--- src/rtl/hex_entry_pkg.sv ---
// Shared types for the keypad hex entry path: debounce states and commit actions.
package hex_entry_pkg;
   localparam int CNT_W = 4;

   typedef enum logic [1:0] {IDLE, ARM, HELD, REL} state_t;
   typedef enum logic [1:0] {ACT_NONE, ACT_DIGIT, ACT_BKSP, ACT_CLR} action_t;
endpackage

--- src/rtl/sync2.sv ---
// Two-flop synchronizer for asynchronous button levels, cleared by synchronous reset.
module sync2 #(
   parameter int WIDTH = 1
) (
   input  logic             clk,
   input  logic             reset,
   input  logic [WIDTH-1:0] d,
   output logic [WIDTH-1:0] q
);
   logic [WIDTH-1:0] meta_q, meta_d;
   logic [WIDTH-1:0] sync_q, sync_d;

   always_comb begin
      meta_d = d;
      sync_d = meta_q;
   end

   always_ff @(posedge clk) begin
      if (reset) begin
         meta_q <= '0;
         sync_q <= '0;
      end else begin
         meta_q <= meta_d;
         sync_q <= sync_d;
      end
   end

   assign q = sync_q;
endmodule

--- src/rtl/hex_entry_shifter.sv ---
// Debounces keypad/backspace/clear levels and applies one edit per press to a
// shift register of hex digits feeding the seven-segment decoders.
module hex_entry_shifter
   import hex_entry_pkg::*;
#(
   parameter int DIGITS   = 8,
   parameter int DEBOUNCE = 3
) (
   input  logic                  hz100,
   input  logic                  reset,
   input  logic [3:0]            key_code,
   input  logic                  key_valid,
   input  logic                  bksp,
   input  logic                  clr,
   output logic [4*DIGITS-1:0]   value,
   output logic [3:0]            count,
   output logic [DIGITS-1:0]     digit_en,
   output logic                  full,
   output logic                  accept,
   output logic                  reject
);
   logic [6:0]          sync_out;
   logic [3:0]          code_s;
   logic                kv_s, bk_s, cl_s, any_s;

   state_t              state_q, state_d;
   logic [CNT_W-1:0]    cnt_q, cnt_d;
   logic [3:0]          pcode_q, pcode_d;
   logic [4*DIGITS-1:0] value_q, value_d;
   logic [3:0]          count_q, count_d;
   logic                accept_q, accept_d;
   logic                reject_q, reject_d;

   logic                commit;
   logic [3:0]          commit_code;
   action_t             act;

   sync2 #(.WIDTH(7)) u_sync (
      .clk   (hz100),
      .reset (reset),
      .d     ({clr, bksp, key_valid, key_code}),
      .q     (sync_out)
   );

   assign code_s = sync_out[3:0];
   assign kv_s   = sync_out[4];
   assign bk_s   = sync_out[5];
   assign cl_s   = sync_out[6];
   assign any_s  = kv_s | bk_s | cl_s;

   always_comb begin
      state_d     = state_q;
      cnt_d       = cnt_q;
      pcode_d     = pcode_q;
      commit      = 1'b0;
      commit_code = pcode_q;
      case (state_q)
         IDLE: if (any_s) begin
            pcode_d = code_s;
            cnt_d   = CNT_W'(1);
            if (DEBOUNCE == 1) begin
               // pcode is only being latched now, so commit the live code
               commit      = 1'b1;
               commit_code = code_s;
               state_d     = HELD;
            end else begin
               state_d = ARM;
            end
         end
         ARM: begin
            if (!any_s) begin
               state_d = IDLE;
            end else if (kv_s && (code_s != pcode_q)) begin
               pcode_d = code_s;
               cnt_d   = CNT_W'(1);
            end else begin
               cnt_d = cnt_q + CNT_W'(1);
               if (cnt_d == CNT_W'(DEBOUNCE)) begin
                  commit  = 1'b1;
                  state_d = HELD;
               end
            end
         end
         HELD: if (!any_s) begin
            cnt_d   = CNT_W'(1);
            state_d = (DEBOUNCE == 1) ? IDLE : REL;
         end
         REL: begin
            if (any_s) begin
               state_d = HELD;
            end else begin
               cnt_d = cnt_q + CNT_W'(1);
               if (cnt_d == CNT_W'(DEBOUNCE)) state_d = IDLE;
            end
         end
         default: state_d = IDLE;
      endcase
   end

   always_comb begin
      act = ACT_NONE;
      if (commit) begin
         if (cl_s)      act = ACT_CLR;
         else if (bk_s) act = ACT_BKSP;
         else if (kv_s) act = ACT_DIGIT;
      end
   end

   always_comb begin
      value_d  = value_q;
      count_d  = count_q;
      accept_d = 1'b0;
      reject_d = 1'b0;
      case (act)
         ACT_CLR: begin
            value_d  = '0;
            count_d  = 4'd0;
            accept_d = 1'b1;
         end
         ACT_BKSP: begin
            if (count_q != 4'd0) begin
               value_d  = value_q >> 4;
               count_d  = count_q - 4'd1;
               accept_d = 1'b1;
            end else begin
               reject_d = 1'b1;
            end
         end
         ACT_DIGIT: begin
            if (count_q != 4'(DIGITS)) begin
               value_d  = {value_q[4*DIGITS-5:0], commit_code};
               count_d  = count_q + 4'd1;
               accept_d = 1'b1;
            end else begin
               reject_d = 1'b1;
            end
         end
         default: ;
      endcase
   end

   always_ff @(posedge hz100) begin
      if (reset) begin
         state_q  <= IDLE;
         cnt_q    <= '0;
         pcode_q  <= '0;
         value_q  <= '0;
         count_q  <= '0;
         accept_q <= 1'b0;
         reject_q <= 1'b0;
      end else begin
         state_q  <= state_d;
         cnt_q    <= cnt_d;
         pcode_q  <= pcode_d;
         value_q  <= value_d;
         count_q  <= count_d;
         accept_q <= accept_d;
         reject_q <= reject_d;
      end
   end

   always_comb begin
      digit_en = '0;
      for (int i = 0; i < DIGITS; i++) digit_en[i] = (count_q > 4'(i));
   end

   assign value  = value_q;
   assign count  = count_q;
   assign full   = (count_q == 4'(DIGITS));
   assign accept = accept_q;
   assign reject = reject_q;
endmodule

--- config.mk ---
export PLATFORM = sky130hd
export DESIGN_NAME = hex_entry_shifter
export DESIGN_NICKNAME = d
export VERILOG_FILES = /design/src/rtl/hex_entry_pkg.sv /design/src/rtl/sync2.sv /design/src/rtl/hex_entry_shifter.sv
export SDC_FILE = /design/constraint.sdc
export NUM_CORES = 1
export LEC_CHECK = 0
export ABC_AREA = 1
export CORE_UTILIZATION = 56
export CTS_CLUSTER_SIZE = 14
export DETAILED_ROUTE_END_ITERATION = 10
export PLACE_DENSITY = 0.83
export SYNTH_ARGS = -nofsm -noshare
export SYNTH_HDL_FRONTEND = slang
export SYNTH_SLANG_ARGS = --single-unit
--- constraint.sdc ---
create_clock -name hz100 -period 5.15 [get_ports hz100]
set_input_delay 1.2875 -clock hz100 [delete_from_list [all_inputs] [get_ports hz100]]
set_output_delay 1.2875 -clock hz100 [all_outputs]
set_load 0.01 [all_outputs]
; After elaboration in Yosys (flattened, before gate mapping)
; Cells that the tools add are included.
[word_totals]
ff_bits = 62
mem_bits_rw = 0
inputBits = 9
memories = 0
mem_bits_ro = 0
out_inout_bits = 47
elab_cells = 89
latch_bits = 0
[classes]
addsub = 3
shift = 0
n_eq_ne = 20
div = 0
mux = 38
order_cmp = 8
n_mul = 0
n_reduce_logical = 9
bitwise = 2
[op_table]
columns = op, n
row1 = $pmux 32 s3, 1
row2 = $mux 32, 2
row3 = $mux 4, 10
row4 = $mux 2, 10
row5 = $gt 4x3->1 const B, 4
row6 = $pmux 4 s4, 1
row7 = $ne 2x2->1 const B, 7
row8 = $pmux 4 s3, 1
row9 = $mux 1, 9
row10 = $ne 3x3->1 const B, 3
row11 = $add 4x1->4 const B, 2
row12 = $eq 2x2->1 const B, 4
row13 = $gt 4x1->1 const B, 2
row14 = $gt 4x2->1 const B, 2
row15 = $pmux 2 s4, 1
row16 = $pmux 4 s2, 1
row17 = $reduce_and 4->1, 2
row18 = $reduce_and 5->1, 1
row19 = $eq 2x1->1 const B, 2
row20 = $eq 4x2->1 const B, 1
row21 = $eq 4x4->1 const B, 1
row22 = $ne 4x4->1, 1
row23 = $ne 4x4->1 const B, 1
row24 = $reduce_bool 4->1, 1
row25 = 9 further kinds, 10

; Longest topological paths before layout
[depth]
word_depth = 10
mapped_depth = 20
ltp_nobuf = 18

; Modules after synthesis
; Synthesis repeated with hierarchy kept, for this count alone.
[unflattened]
hier_cells = 417
area_unflattened_um2 = 3069.2
[by_module_without_submodules]
columns = mod, seq_area_each_um2, area_each_um2, cells_per_inst, n_inst
row1 = hex_entry_shifter, 960.9, 2672.6, 374, 1
row2 = sync2, 280.3, 396.6, 43, 1

; Worst setup path before layout
; No wires, ideal clock.
[synth_timing]
path_kind = flip-flop to output port
start = register count_q[0], in the netlist count[0]
end = output digit_en[5]
stages_incl_launch_ff = 4
required_time_ns = 3.863
t_arrival_ns = 1.244
path_slack_ns = 2.619
path_buffers = 0
path_cell_list = dfxtp_1 > inv_1 > ha_1 > o31ai_1
[synth_between]
elab_chain_cells = 1
[synth_lines]
columns = element, line
row1 = from (decl), hex_entry_shifter.sv:30  ; logic [3:0] count_q, count_d;
row2 = from (signal assigned), hex_entry_shifter.sv:156  ; count_q <= count_d;
row3 = $gt 4x3->1, hex_entry_shifter.sv:164  ; for (int i = 0; i < DIGITS; i++) digit_en[i] = (count_q > 4'(i));
row4 = to (decl), hex_entry_shifter.sv:17  ; output logic [DIGITS-1:0] digit_en,
; No other way between the ends.

; Worst setup path in the final report
[layout_timing]
start = register cnt_q[0]
end = register value_q[16], in the netlist value[16]
[layout_between]
elab_chain_cells = 10
elab_cells_between_ends = 15
classes_between = 1 x add/sub / 6 x eq/ne / 6 x mux / 2 x reduce/logical
[layout_lines]
columns = element, line
row1 = from (decl), hex_entry_shifter.sv:27  ; logic [CNT_W-1:0] cnt_q, cnt_d;
row2 = from (signal assigned), hex_entry_shifter.sv:153  ; cnt_q <= cnt_d;
row3 = $add 4x1->4 (*), hex_entry_shifter.sv:77  ; cnt_d = cnt_q + CNT_W'(1);
row4 = $eq 4x2->1 (*), hex_entry_shifter.sv:78  ; if (cnt_d == CNT_W'(DEBOUNCE)) begin
row5 = $mux 1 (*), hex_entry_shifter.sv:78
row6 = $mux 1 (*), hex_entry_shifter.sv:73  ; end else if (kv_s && (code_s != pcode_q)) begin
row7 = $mux 1 (*), hex_entry_shifter.sv:71  ; if (!any_s) begin
row8 = $mux 1 (*), hex_entry_shifter.sv:57  ; case (state_q)
row9 = $mux 2 (*), hex_entry_shifter.sv:102  ; if (commit) begin
row10 = $eq 2x1->1 / $eq 2x2->1 (equally long branches), hex_entry_shifter.sv:114  ; case (act)
row11 = $ne 2x2->1 (no source line) / $reduce_bool 3->1 (equally long branches), --
row12 = $reduce_and 3->1 (no source line), --
row13 = to (signal assigned), hex_entry_shifter.sv:155  ; value_q <= value_d;
row14 = to (decl), hex_entry_shifter.sv:29  ; logic [4*DIGITS-1:0] value_q, value_d;
; Mark *: on every way between the ends. The rest lies on a longest branch, timed or not.
; A chain may end at the register's enable or synchronous reset.

==> flow_summary.ini <==
[pwr]
switchingPower_mw = 0.272
p_int_mw = 0.879
power_frac_seq_pct = 44.7
p_clk_share_pct = 47.2
leakage_nw = 1.48
peakVddDrop_uv = 206
p_comb_share_pct = 8.1
swShare_pct = 23.6
power_per_cell_area_mw_per_mm2 = 298

[clock_network]
cts.repair.resized = 0
cts_buffer_depth = 2
clkSinkCount = 62
cts_root_buffer = clkbuf_8
clk_pin_slew_ns = 0.07
cts_hold_buf = 0
clk_latency_ns = 0.34
htreeDepth = 3
post-cts-setup-buffers = 0
cts_tree = yes
cts_buffers = 9

[sta]
finalClockSkew_ns = 0.00712
rsz0062_at_grt = no
finalCriticalPeriod_ns = 3.42
slew-limit-headroom_pct = 49.6
finalCritPeriodShare_pct = 66.4
maxSlewViolCount = 0
hold_violations = 0
timing.fmax_mhz = 293
tightest_slew_ns = 0.756
setup_violations = 0
finalSetupTns_ns = 0
fin_ws_ns = 1.73

[logic_synthesis]
synth-edff-count = 0
synth_top_area_share_pct = 39.8
yosys_warnings = 0
synth_top_family_by_area = simple AND/OR/NAND/NOR gates
synth.ff_latch_count = 62
yosysTopAreaCell = dfxtp_1
synthTopCellsByCount = 100 x nand2_1, 70 x inv_1, 62 x dfxtp_1
muxShareOfSynthArea_pct = 0
syn_area_per_cell_um2 = 7.21
synth-seq-area-share_pct = 39.8
synth_compound_area_share_pct = 17.3
synth_area_mm2 = 0.00312
synthSimpleGateAreaFrac_pct = 24.8
syn_inst = 432
yosysMostFrequentCell = nand2_1
synth_ff_type = dfxtp_1
synth_cell_types = 31
synth_fa_ha_area_share_pct = 4.01
synth_area_leaders = dfxtp_1 40%, nand2_1 12%, inv_1 8.4%
synth-xor-area-share_pct = 0.281
syn-num-nets = 451
ys_async_sr_fraction_pct = 0

[floorplan]
fp.dieW_um = 76.6
start_util_pct = 59.5
dieArea_mm2 = 0.00587
die_height_um = 76.6
ios = 56
rows = 26
core_area_mm2 = 0.00524

[global_route]
antenna_found_initial = 0
grt_overflow_total = 0
grt_start_max_net_pins = 53
gr-usage-all-layers_pct = 26.5
grt_pass1_vias = 2730
grt_pass1_wl_um = 12400

[finish]
area_growth_pct = 24.0
fin_nets = 494
fillers = 418
diodes = 0
drive_gt1_share_pct = 10.6
design_area_mm2 = 0.00386

[placement]
post-place-ws_ns = 1.86
dp_hpwl_um = 4570
gp_congestion = 0.853
io_buffers = 55
place_area_mm2 = 0.00361

[route]
viasPerCell = 5.32
drt_iter0_drc = 177
wl_per_cell_um = 13.3
drc = 0
antenna_left = 0
first_pass_iters = 6
wl_um = 7320
num_vias = 2925

[worst_hold_path]
min_path_type = flip-flop to flip-flop

[outcome]
status = finished clean

[setup_path]
endpoint_kind = flip-flop
critPathKind = flip-flop to flip-flop
cp-start-kind = flip-flop
critPathArrivalTime_ns = 3.69
path_max_fanout = 26
critPathRequiredTime_ns = 5.42

[job]
maxCapViolCount = 0
-- routing by layer --
metal,track usage [%],wire (um)
met2,45.4,3550
met1,32.7,3220
met5,0,0
met4,10.2,124
met3,5.03,424
-- layout by cell type, fill, tap and decap left out, types with 2 or more instances in the layout --
cell and instances:
nand2_1 100, inv_1 70, dfxtp_1 62, clkdlybuf4s50_1 54, nor2_1 37, a21oi_1 30
o22ai_1 21, o21ai_0 20, nand3_1 13, nand2_2 11, clkbuf_8 11, a21oi_2 10
ha_1 10, nand4_1 4, a211oi_2 4, bufinv_16 3, inv_4 2, nand3b_1 2
clkinvlp_4 2
-- power by group through the flow --
stage | clock network (mW) | registers (mW) | logic (mW)
6_report | 0.543 | 0.515 | 0.0930
2_1_floorplan | 0 | 0.518 | 0.0729
4_1_cts | 0.544 | 0.514 | 0.0927
3_5_place_dp | 0 | 0.524 | 0.0912
3_3_place_gp | 0 | 0.523 | 0.0876
5_1_grt | 0.566 | 0.517 | 0.107
-- cell families (layout without fill, tap and decap cells) --
group / count (synthesis) / after routing
and+or+nand+nor: 174 / 174
buffers and inverters: 97 / 145
AOI/OAI and AO/OA: 88 / 88
DFF: 62 / 62
adders and majority gates: 10 / 10
xor gates and xnor gates: 1 / 1
-- sequential cells by signal (all words and copies together), names as in the netlist, named ones only --
name / count
value: 32
reject: 1
state_q: 1
commit_code: 4
count: 4
cnt_q: 4
accept: 1
u_sync.meta_q: 7
u_sync.q: 7
-- final timing paths --
kind                    startpoint     endpoint  slack (ns)  cells past startpoint
setup / recovery          cnt_q[0]    value[16]        1.73                     14
hold / removal    u_sync.meta_q[5]  u_sync.q[5]        0.41                      2
setup reg to reg          cnt_q[0]    value[16]        1.73                     14
hold reg to reg   u_sync.meta_q[5]  u_sync.q[5]        0.41                      2
-- stage by stage --
stage	util [%]	hold slack (ns)	power (mW)	instances
finish	73.8	0.405	1.15	550
global route	73.8	0.421	1.19	550
CTS	73.8	0.409	1.15	550
detailed placement	68.9	0.392	0.616	534
global placement	68.9	0.389	0.611	534
floorplan	-	0.388	0.591	432
-- layout make-up --
cell class / count / area (um2) / share of cell area, %
tap: 70 / 87.6 / 2.27
inverter: 73 / 279 / 7.22
sequential: 62 / 1240 / 32.1
clock buffer: 11 / 151 / 3.92
clock inverter: 5 / 105 / 2.72
multi-input combinational: 273 / 1450 / 37.5
timing repair buffer: 56 / 553 / 14.3
-- worst max-delay path: stages, from the launching register on --
cell,delay (ns)
dfxtp_1,0.41
ha_1,0.20
inv_1,0.05
nand2_1,0.05
nand2_1,0.07
nor2_1,0.08
nand2_1,0.07
nor2_1,0.09
nand2_1,0.07
nor2_1,0.20
ha_1,0.58
clkinv_1,0.75
o22ai_1,0.47
nand2_2,0.10
a21oi_2,0.16
(Power assumes the default switching activity.)
